==> config.mk <==
export PLATFORM = sky130hd
export DESIGN_NAME = spi_master_ctrl_flat
export DESIGN_NICKNAME = d
export VERILOG_FILES = /design/src/rtl/spi_pkg.sv /design/src/rtl/spi_master_ctrl_if.sv /design/src/rtl/spi_sclk_gen.sv /design/src/rtl/spi_master_ctrl.sv /design/src/flat_wrapper.sv
export SDC_FILE = /design/constraint.sdc
export NUM_CORES = 1
export LEC_CHECK = 0
export BUFFER_PORTS_ARGS = -buffer_cell sky130_fd_sc_hd__buf_2
export CAP_MARGIN = 25
export CORE_MARGIN = 4
export CORE_UTILIZATION = 40
export DETAILED_ROUTE_END_ITERATION = 7
export PLACE_DENSITY = 0.62
export SLEW_MARGIN = 20
export SYNTH_ARGS = -nofsm -noshare
export SYNTH_HDL_FRONTEND = slang
export SYNTH_SLANG_ARGS = --single-unit
==> constraint.sdc <==
create_clock -name clk -period 2 [get_ports clk]
set_clock_uncertainty 0.05 [all_clocks]
set_input_delay 0.1 -clock clk [delete_from_list [all_inputs] [get_ports clk]]
set_output_delay 0.1 -clock clk [all_outputs]
set_load 0.005 [all_outputs]
==> src/rtl/spi_pkg.sv <==
// rtl/spi_pkg.sv - shared state encoding, SPI mode constants and clog2 helper
package spi_pkg;

  typedef enum logic [2:0] {
    ST_IDLE  = 3'd0,
    ST_SETUP = 3'd1,
    ST_LOW   = 3'd2,
    ST_HIGH  = 3'd3,
    ST_HOLD  = 3'd4
  } spi_state_e;

  localparam logic CPOL = 1'b0;
  localparam logic CPHA = 1'b0;

  // Never returns less than 1 so single-value counters still get a bit.
  function automatic int clog2(input int value);
    int result;
    int rem;
    result = 0;
    rem = value - 1;
    while (rem > 0) begin
      result = result + 1;
      rem = rem >> 1;
    end
    return (result < 1) ? 1 : result;
  endfunction

endpackage

==> src/rtl/spi_master_ctrl_if.sv <==
// rtl/spi_master_ctrl_if.sv - host handshake and SPI pin bundle for the master
interface spi_master_ctrl_if #(
  parameter int DATA_W = 8
);
  logic              start;
  logic [DATA_W-1:0] tx_data;
  logic              busy;
  logic              done;
  logic [DATA_W-1:0] rx_data;
  logic              cs_n;
  logic              sclk;
  logic              mosi;
  logic              miso;

  modport master (
    input  start, tx_data, miso,
    output busy, done, rx_data, cs_n, sclk, mosi
  );

  modport slave (
    output start, tx_data, miso,
    input  busy, done, rx_data, cs_n, sclk, mosi
  );
endinterface

==> src/rtl/spi_sclk_gen.sv <==
// rtl/spi_sclk_gen.sv - half-period counter producing phase_end and the sclk level
module spi_sclk_gen
  import spi_pkg::*;
#(
  parameter int CLK_DIV = 4
) (
  input  logic clk,
  input  logic reset_n,
  input  logic en,
  input  logic launch,
  output logic phase_end,
  output logic sclk
);
  localparam int HP_W = clog2(CLK_DIV);

  logic [HP_W-1:0] hp_cnt;

  assign phase_end = en && (hp_cnt == HP_W'(CLK_DIV - 1));

  // launch opens the first high phase directly; the first low phase is the setup time.
  always_ff @(posedge clk or negedge reset_n) begin
    if (!reset_n) begin
      hp_cnt <= '0;
      sclk   <= CPOL;
    end else if (launch) begin
      hp_cnt <= '0;
      sclk   <= ~CPOL;
    end else if (phase_end) begin
      hp_cnt <= '0;
      sclk   <= ~sclk;
    end else if (en) begin
      hp_cnt <= hp_cnt + 1'b1;
    end else begin
      hp_cnt <= '0;
      sclk   <= CPOL;
    end
  end

endmodule

==> src/rtl/spi_master_ctrl.sv <==
// rtl/spi_master_ctrl.sv - SPI mode-0 master: start/busy/done host side, MSB-first shifting
module spi_master_ctrl
  import spi_pkg::*;
#(
  parameter int DATA_W   = 8,
  parameter int CLK_DIV  = 4,
  parameter int CS_SETUP = 2,
  parameter int CS_HOLD  = 2
) (
  input logic               clk,
  input logic               reset_n,
  spi_master_ctrl_if.master bus
);
  localparam int BIT_W     = clog2(DATA_W + 1);
  localparam int GUARD_MAX = (CS_SETUP > CS_HOLD) ? CS_SETUP : CS_HOLD;
  localparam int GUARD_W   = clog2(GUARD_MAX + 1);

  spi_state_e         state_q, state_d;
  logic [DATA_W-1:0]  tx_sr_q, tx_sr_d, tx_next;
  logic [DATA_W-1:0]  rx_sr_q, rx_sr_d;
  logic [DATA_W-1:0]  rx_data_q, rx_data_d;
  logic [BIT_W-1:0]   bit_cnt_q, bit_cnt_d;
  logic [GUARD_W-1:0] guard_q, guard_d;
  logic               cs_n_q, cs_n_d, mosi_q, mosi_d;
  logic               busy_q, busy_d, done_q, done_d;
  logic               miso_meta, miso_s;
  logic               sclk_en, launch, phase_end, sclk_q;

  assign sclk_en = (state_q == ST_HIGH) || (state_q == ST_LOW);
  assign tx_next = tx_sr_q << 1;

  spi_sclk_gen #(.CLK_DIV(CLK_DIV)) u_sclk_gen (
    .clk       (clk),
    .reset_n   (reset_n),
    .en        (sclk_en),
    .launch    (launch),
    .phase_end (phase_end),
    .sclk      (sclk_q)
  );

  always_ff @(posedge clk or negedge reset_n) begin
    if (!reset_n) state_q <= ST_IDLE;
    else          state_q <= state_d;
  end

  always_comb begin
    state_d   = state_q;
    tx_sr_d   = tx_sr_q;
    rx_sr_d   = rx_sr_q;
    rx_data_d = rx_data_q;
    bit_cnt_d = bit_cnt_q;
    guard_d   = guard_q;
    cs_n_d    = cs_n_q;
    mosi_d    = mosi_q;
    busy_d    = busy_q;
    done_d    = 1'b0;
    launch    = 1'b0;
    case (state_q)
      ST_IDLE: begin
        bit_cnt_d = '0;
        guard_d   = '0;
        if (bus.start) begin
          tx_sr_d = bus.tx_data;
          rx_sr_d = '0;
          mosi_d  = bus.tx_data[DATA_W-1];
          cs_n_d  = 1'b0;
          busy_d  = 1'b1;
          state_d = ST_SETUP;
        end
      end
      ST_SETUP: begin
        if (guard_q == GUARD_W'(CS_SETUP - 1)) begin
          guard_d = '0;
          launch  = 1'b1;
          state_d = ST_HIGH;
        end else begin
          guard_d = guard_q + 1'b1;
        end
      end
      ST_HIGH: begin
        if (phase_end) begin
          rx_sr_d   = (rx_sr_q << 1) | DATA_W'(miso_s);
          bit_cnt_d = bit_cnt_q + 1'b1;
          if (bit_cnt_q == BIT_W'(DATA_W - 1)) begin
            state_d = ST_HOLD;
          end else begin
            // Next bit goes out on the same edge that drops sclk.
            tx_sr_d = tx_next;
            mosi_d  = tx_next[DATA_W-1];
            state_d = ST_LOW;
          end
        end
      end
      ST_LOW: begin
        if (phase_end) state_d = ST_HIGH;
      end
      ST_HOLD: begin
        if (guard_q == GUARD_W'(CS_HOLD - 1)) begin
          guard_d   = '0;
          cs_n_d    = 1'b1;
          busy_d    = 1'b0;
          done_d    = 1'b1;
          rx_data_d = rx_sr_q;
          mosi_d    = 1'b0;
          state_d   = ST_IDLE;
        end else begin
          guard_d = guard_q + 1'b1;
        end
      end
      default: state_d = ST_IDLE;
    endcase
  end

  always_ff @(posedge clk or negedge reset_n) begin
    if (!reset_n) begin
      tx_sr_q   <= '0;
      rx_sr_q   <= '0;
      rx_data_q <= '0;
      bit_cnt_q <= '0;
      guard_q   <= '0;
      cs_n_q    <= 1'b1;
      mosi_q    <= 1'b0;
      busy_q    <= 1'b0;
      done_q    <= 1'b0;
      miso_meta <= 1'b0;
      miso_s    <= 1'b0;
    end else begin
      tx_sr_q   <= tx_sr_d;
      rx_sr_q   <= rx_sr_d;
      rx_data_q <= rx_data_d;
      bit_cnt_q <= bit_cnt_d;
      guard_q   <= guard_d;
      cs_n_q    <= cs_n_d;
      mosi_q    <= mosi_d;
      busy_q    <= busy_d;
      done_q    <= done_d;
      miso_meta <= bus.miso;
      miso_s    <= miso_meta;
    end
  end

  assign bus.cs_n    = cs_n_q;
  assign bus.sclk    = sclk_q;
  assign bus.mosi    = mosi_q;
  assign bus.busy    = busy_q;
  assign bus.done    = done_q;
  assign bus.rx_data = rx_data_q;

endmodule

==> src/flat_wrapper.sv <==
// flat-port wrapper written by rule: the top's interface ports become plain ports
module spi_master_ctrl_flat import spi_pkg::*;
#(
  parameter int DATA_W   = 8,
  parameter int CLK_DIV  = 4,
  parameter int CS_SETUP = 2,
  parameter int CS_HOLD  = 2
)
  (clk, reset_n, bus_start, bus_tx_data, bus_miso, bus_busy, bus_done, bus_rx_data, bus_cs_n, bus_sclk, bus_mosi);
  spi_master_ctrl_if #(.DATA_W(DATA_W)) bus_i ();
  input logic clk;
  input logic reset_n;
  input wire logic [$bits(bus_i.start)-1:0] bus_start;
  input wire logic [$bits(bus_i.tx_data)-1:0] bus_tx_data;
  input wire logic [$bits(bus_i.miso)-1:0] bus_miso;
  output wire logic [$bits(bus_i.busy)-1:0] bus_busy;
  output wire logic [$bits(bus_i.done)-1:0] bus_done;
  output wire logic [$bits(bus_i.rx_data)-1:0] bus_rx_data;
  output wire logic [$bits(bus_i.cs_n)-1:0] bus_cs_n;
  output wire logic [$bits(bus_i.sclk)-1:0] bus_sclk;
  output wire logic [$bits(bus_i.mosi)-1:0] bus_mosi;
  assign bus_i.start = bus_start;
  assign bus_i.tx_data = bus_tx_data;
  assign bus_i.miso = bus_miso;
  assign bus_busy = bus_i.busy;
  assign bus_done = bus_i.done;
  assign bus_rx_data = bus_i.rx_data;
  assign bus_cs_n = bus_i.cs_n;
  assign bus_sclk = bus_i.sclk;
  assign bus_mosi = bus_i.mosi;
  spi_master_ctrl #(.DATA_W(DATA_W), .CLK_DIV(CLK_DIV), .CS_SETUP(CS_SETUP), .CS_HOLD(CS_HOLD)) u_core (.clk(clk), .reset_n(reset_n), .bus(bus_i));
endmodule
# After elaboration in Yosys (flattened, before gate mapping)
# Index checks and enable logic that the tools add are counted.
# classes
eq_ne	14
reduce_logical	15
bitwise	2
add_sub_neg	3
mux	37
# op_table
operator	n
7-bit two-way mux	3
3-bit two-way mux	6
8-bit two-way mux	2
8-bit case mux with 2 select lines	1
3-bit case mux with 5 select lines	1
7-bit case mux with 2 select lines	1
1-bit two-way mux	13
5-bit AND reduction	2
2-bit two-way mux	4
2-bit by 1-bit != test with 1-bit output (second input constant)	4
8-bit by 1-bit bitwise OR with 8-bit output	1
4-bit case mux with 2 select lines	1
3-bit by 2-bit == test with 1-bit output (second input constant)	2
3-bit AND reduction	2
2-bit nonzero test	3
2-bit by 1-bit adder with 2-bit output (second input constant)	2
4-bit by 1-bit adder with 4-bit output (second input constant)	1
4-bit by 3-bit == test with 1-bit output (second input constant)	1
4-bit two-way mux	1
2-bit != test (second input constant)	2
1-bit case mux with 2 select lines	2
2-bit case mux with 2 select lines	1
2-bit AND reduction	2
4-bit AND reduction	1
other kinds (12)	12
# totals
input_bits	12
register_bits	41
word_cells	85

# Longest topological paths before layout
# logic_depth
word_depth	5
depth_mapped	6
depth_no_buf	5

# By module
# A second synthesis with hierarchy kept.
# hier_totals
hier_cells	166
hier_area_um2	1820.5
# modules_own_cells
module	seq_area_each_um2	n_inst	cells_each	area_per_inst_um2
spi_master_ctrl	952.2	1	157	1687.9
spi_sclk_gen	75.1	1	9	132.6

# Least setup slack after synthesis
# Ideal clock, no wire load.
# synth_path
path_kind	reg-to-reg
startpoint	reg u_core.bit_cnt_q[0]
endpoint	reg u_core.tx_sr_q[6]
stages_incl_launch_ff	7
path_slack_ns	0.353
period_less_slack_ns	1.647
arrival_ns	1.516
cell_sequence	dfrtp_1 ha_1 and3b_1 a221oi_4 buf_6 nor2_1 a31oi_2
# synth_between
elab_chain_len	3
# synth_rtl
element	line	source
start, declared	spi_master_ctrl.sv:22	logic [BIT_W-1:0] bit_cnt_q, bit_cnt_d;
start signal, assigned	spi_master_ctrl.sv:131	bit_cnt_q <= bit_cnt_d;
4-bit by 3-bit == test with 1-bit output	spi_master_ctrl.sv:84	if (bit_cnt_q == BIT_W'(DATA_W - 1)) begin
2-bit != test (no source line)	--	
4-bit AND reduction (no source line)	--	
end signal, assigned	spi_master_ctrl.sv:128	tx_sr_q <= tx_sr_d;
end, declared	spi_master_ctrl.sv:19	logic [DATA_W-1:0] tx_sr_q, tx_sr_d, tx_next;
# No other way between the ends.
# A chain may end at the register's enable or synchronous reset.

# Worst setup path in the final report
# Same ends and word-level chain as after synthesis.

==> run metrics <==
status complete, no violations; Final setup viols 0; GP Congestion 0.7441; worst rel slew slack 72.94%; crit path launch type flop; clock period minus final worst setup slack 1.734 ns; Yosys top cell area share 52.29%; Worst Slack Setup Final 0.2659 ns; Clock Latency Late Sink 0.29 ns; global route overflow 0; Synth top cells by count dfrtp_1 (40), nand2_1 (35), o21ai_0 (13); CTS buffer count 5; WP data arrival 1.90 ns; Fin Setup TNS 0 ns; DR WL/cell 12.56 µm; DP Area 2132 µm²; port buffer count 24; largest area contributor in the netlist dfrtp_1; CTS H-tree lvls 2; drt drc 0; fin crit share 86.70%; max-slew violations 0; Core Region 4504 µm²; worst min-delay path startpoint bus_tx_data[2]; Via Count 1400; clk root buf clkbuf_8; Fill cells 419; clock-pin slew on the worst setup and hold paths 0.08 ns; Post-synth top flop dfrtp_1; CTS resizes 0; Die Span Y 77.18 µm; CTS Buffer Depth 2; Syn Nets 202; Placement Rows 24; Peak Freq 576.7 MHz; post-synth cell types 40; Antenna Nets Post-Route 0; Overall Global Routing Usage 13.01%; full die area 5957 µm²; routed wire length 3.479 mm; HPWL after detailed placement 2.530 mm; Peak VDD IR 0.4654 mV; post-synthesis cell area 1914 µm²; Area contributors post-synth dfrtp_1 (52%), nand2_1 (6.9%), mux2_2 (4.7%); top-count cell post-synth dfrtp_1; number of global-route vias before repair 1314; CTS tree yes; largest net degree at the start of global routing 18; Post-synth EDFFs 0; nets@finish 238; CP Data Required Time 2.17 ns; pre-CTS WS 0.3051 ns; CTS sink cnt 41; Die W 77.18 µm; initial antenna violation count 0; design area 2278 µm²; Seq/Total Area, Yosys 53.66%; Seq cells post-synth 41; HP Class in2reg; Max-Cap Viols 0; area delta synth->final 19.02%; leakage 0.001076 µW; syn_area_per_cell 10.18 µm²; Crit Path Max Fanout 14; critical path capture point type flop; Power Density 1225 nW/µm²; R2R Path Start u_core.bit_cnt_q[0]$_DFFE_PN0P_; share of cells above drive strength 1 26.22%; n_diodes 0; first-pass GRT wire length 6.147 mm; IO Pins 25; synth warn 0; 1st-iter DRT viols 60; post-layout util 50.58%; Hold Worst Slack 0.01323 ns; FFs w/ async S/R, synth 100.0%; unrepaired setup endpoints after global routing false; Cells after Synth 188; drt first pass iters 4; via density per instance 5.054; Initial Utilization 42.50%; final hold vios 0; CP startpoint u_core.bit_cnt_q[0]$_DFFE_PN0P_; worst-margin pin slew 0.4058 ns; Setup Crit Path Kind reg2reg
worst paths after layout:
kind / slack [ns] / to / cells past startpoint
setup / recovery: 0.27 / u_core.tx_sr_q[6]$_DFFE_PN0P_ / 6
setup reg to reg: 0.27 / u_core.tx_sr_q[6]$_DFFE_PN0P_ / 6
hold reg to reg: 0.31 / u_core.miso_s$_DFF_PN0_ / 0
min in group asynchronous: 0.18 / u_core.tx_sr_q[2]$_DFFE_PN0P_ / 2
hold / removal: 0.01 / u_core.tx_sr_q[2]$_DFFE_PN0P_ / 3
max in group asynchronous: 1.13 / u_core.bus.cs_n$_DFFE_PN1P_ / 3
layer usage:
metal  up-vias  share of wire [%]  global-route usage [%]
met4         0                1.8                   5.872
met1       646                 49                   16.88
met2        27                 44                   19.52
li1        721                  -                       -
met5         -                  0                       0
met3         6                4.6                   4.450
where the power goes:
part	internal, µW	switching, µW
clock	280	287
combinational	452	545
sequential	1060	164
total	1790	996
cells by family after synthesis:
family / after synthesis / synth area share (%)
AND/OR/NAND/NOR: 71 / 17.91
XOR/XNOR: 3 / 1.373
AO/OA/AOI/OAI: 44 / 16.34
buffers and inverters: 18 / 4.183
flip-flops: 41 / 53.66
adder cells (fa/ha/maj): 2 / 1.307
multiplexers: 9 / 5.229
placed cells by master, fill, tap and decap left out, types with 2 or more instances in the layout:
cell,n
o22ai_1,4
buf_4,12
a21oi_1,5
a31oi_2,2
nand2_1,35
a22o_1,2
nand3_1,4
dlygate4sd3_1,5
ha_1,2
o32ai_1,2
xnor2_1,3
clkbuf_8,6
and3b_1,2
nor2b_1,4
a21o_1,2
inv_1,6
nor3b_1,2
a211oi_1,2
o21a_1,2
mux2_2,8
nand2b_1,3
nand3b_1,3
buf_2,24
a31oi_1,4
o21ai_0,13
nor2_1,12
or2_2,2
dfrtp_1,40
layout make-up:
class | count | area, µm² | share of cell area [%]
multi-input combinational | 129 | 807.0 | 35.42
timing repair buffer | 41 | 260.3 | 11.42
tap | 52 | 65.06 | 2.856
clock buffer | 6 | 82.58 | 3.624
sequential | 41 | 1027 | 45.09
inverter | 6 | 22.52 | 0.9885
clock inverter | 2 | 13.76 | 0.6041
worst max-delay path: stages, from the launching register on:
cell and delay (ns):
dfrtp_1 0.42, ha_1 0.25, and3b_1 0.23, a221oi_4 0.28, buf_4 0.23, nor2_1 0.07, a31oi_2 0.13
sequential cells by signal, summed over array words and instances, names as in the netlist, 2 cells and up:
register / cells
u_core.tx_sr_q: 7
u_core.rx_sr_q: 8
u_core.bit_cnt_q: 4
u_core.bus.rx_data: 8
u_core.u_sclk_gen.hp_cnt: 2
u_core.guard_q: 2
u_core.state_q: 3
what timing repair did:
item	4_1_cts	5_1_grt
endpoints found under the hold margin	28	0
buffers inserted	0	0
hold buffers	5	0
metrics by stage:
stage	power, µW	std cells
after global routing	3047	277
after floorplan	1963	188
final	2791	277
after detailed placement	2249	264
after global placement	2230	264
after CTS	2835	277
No activity file was read; power rests on OpenSTA's default activity.
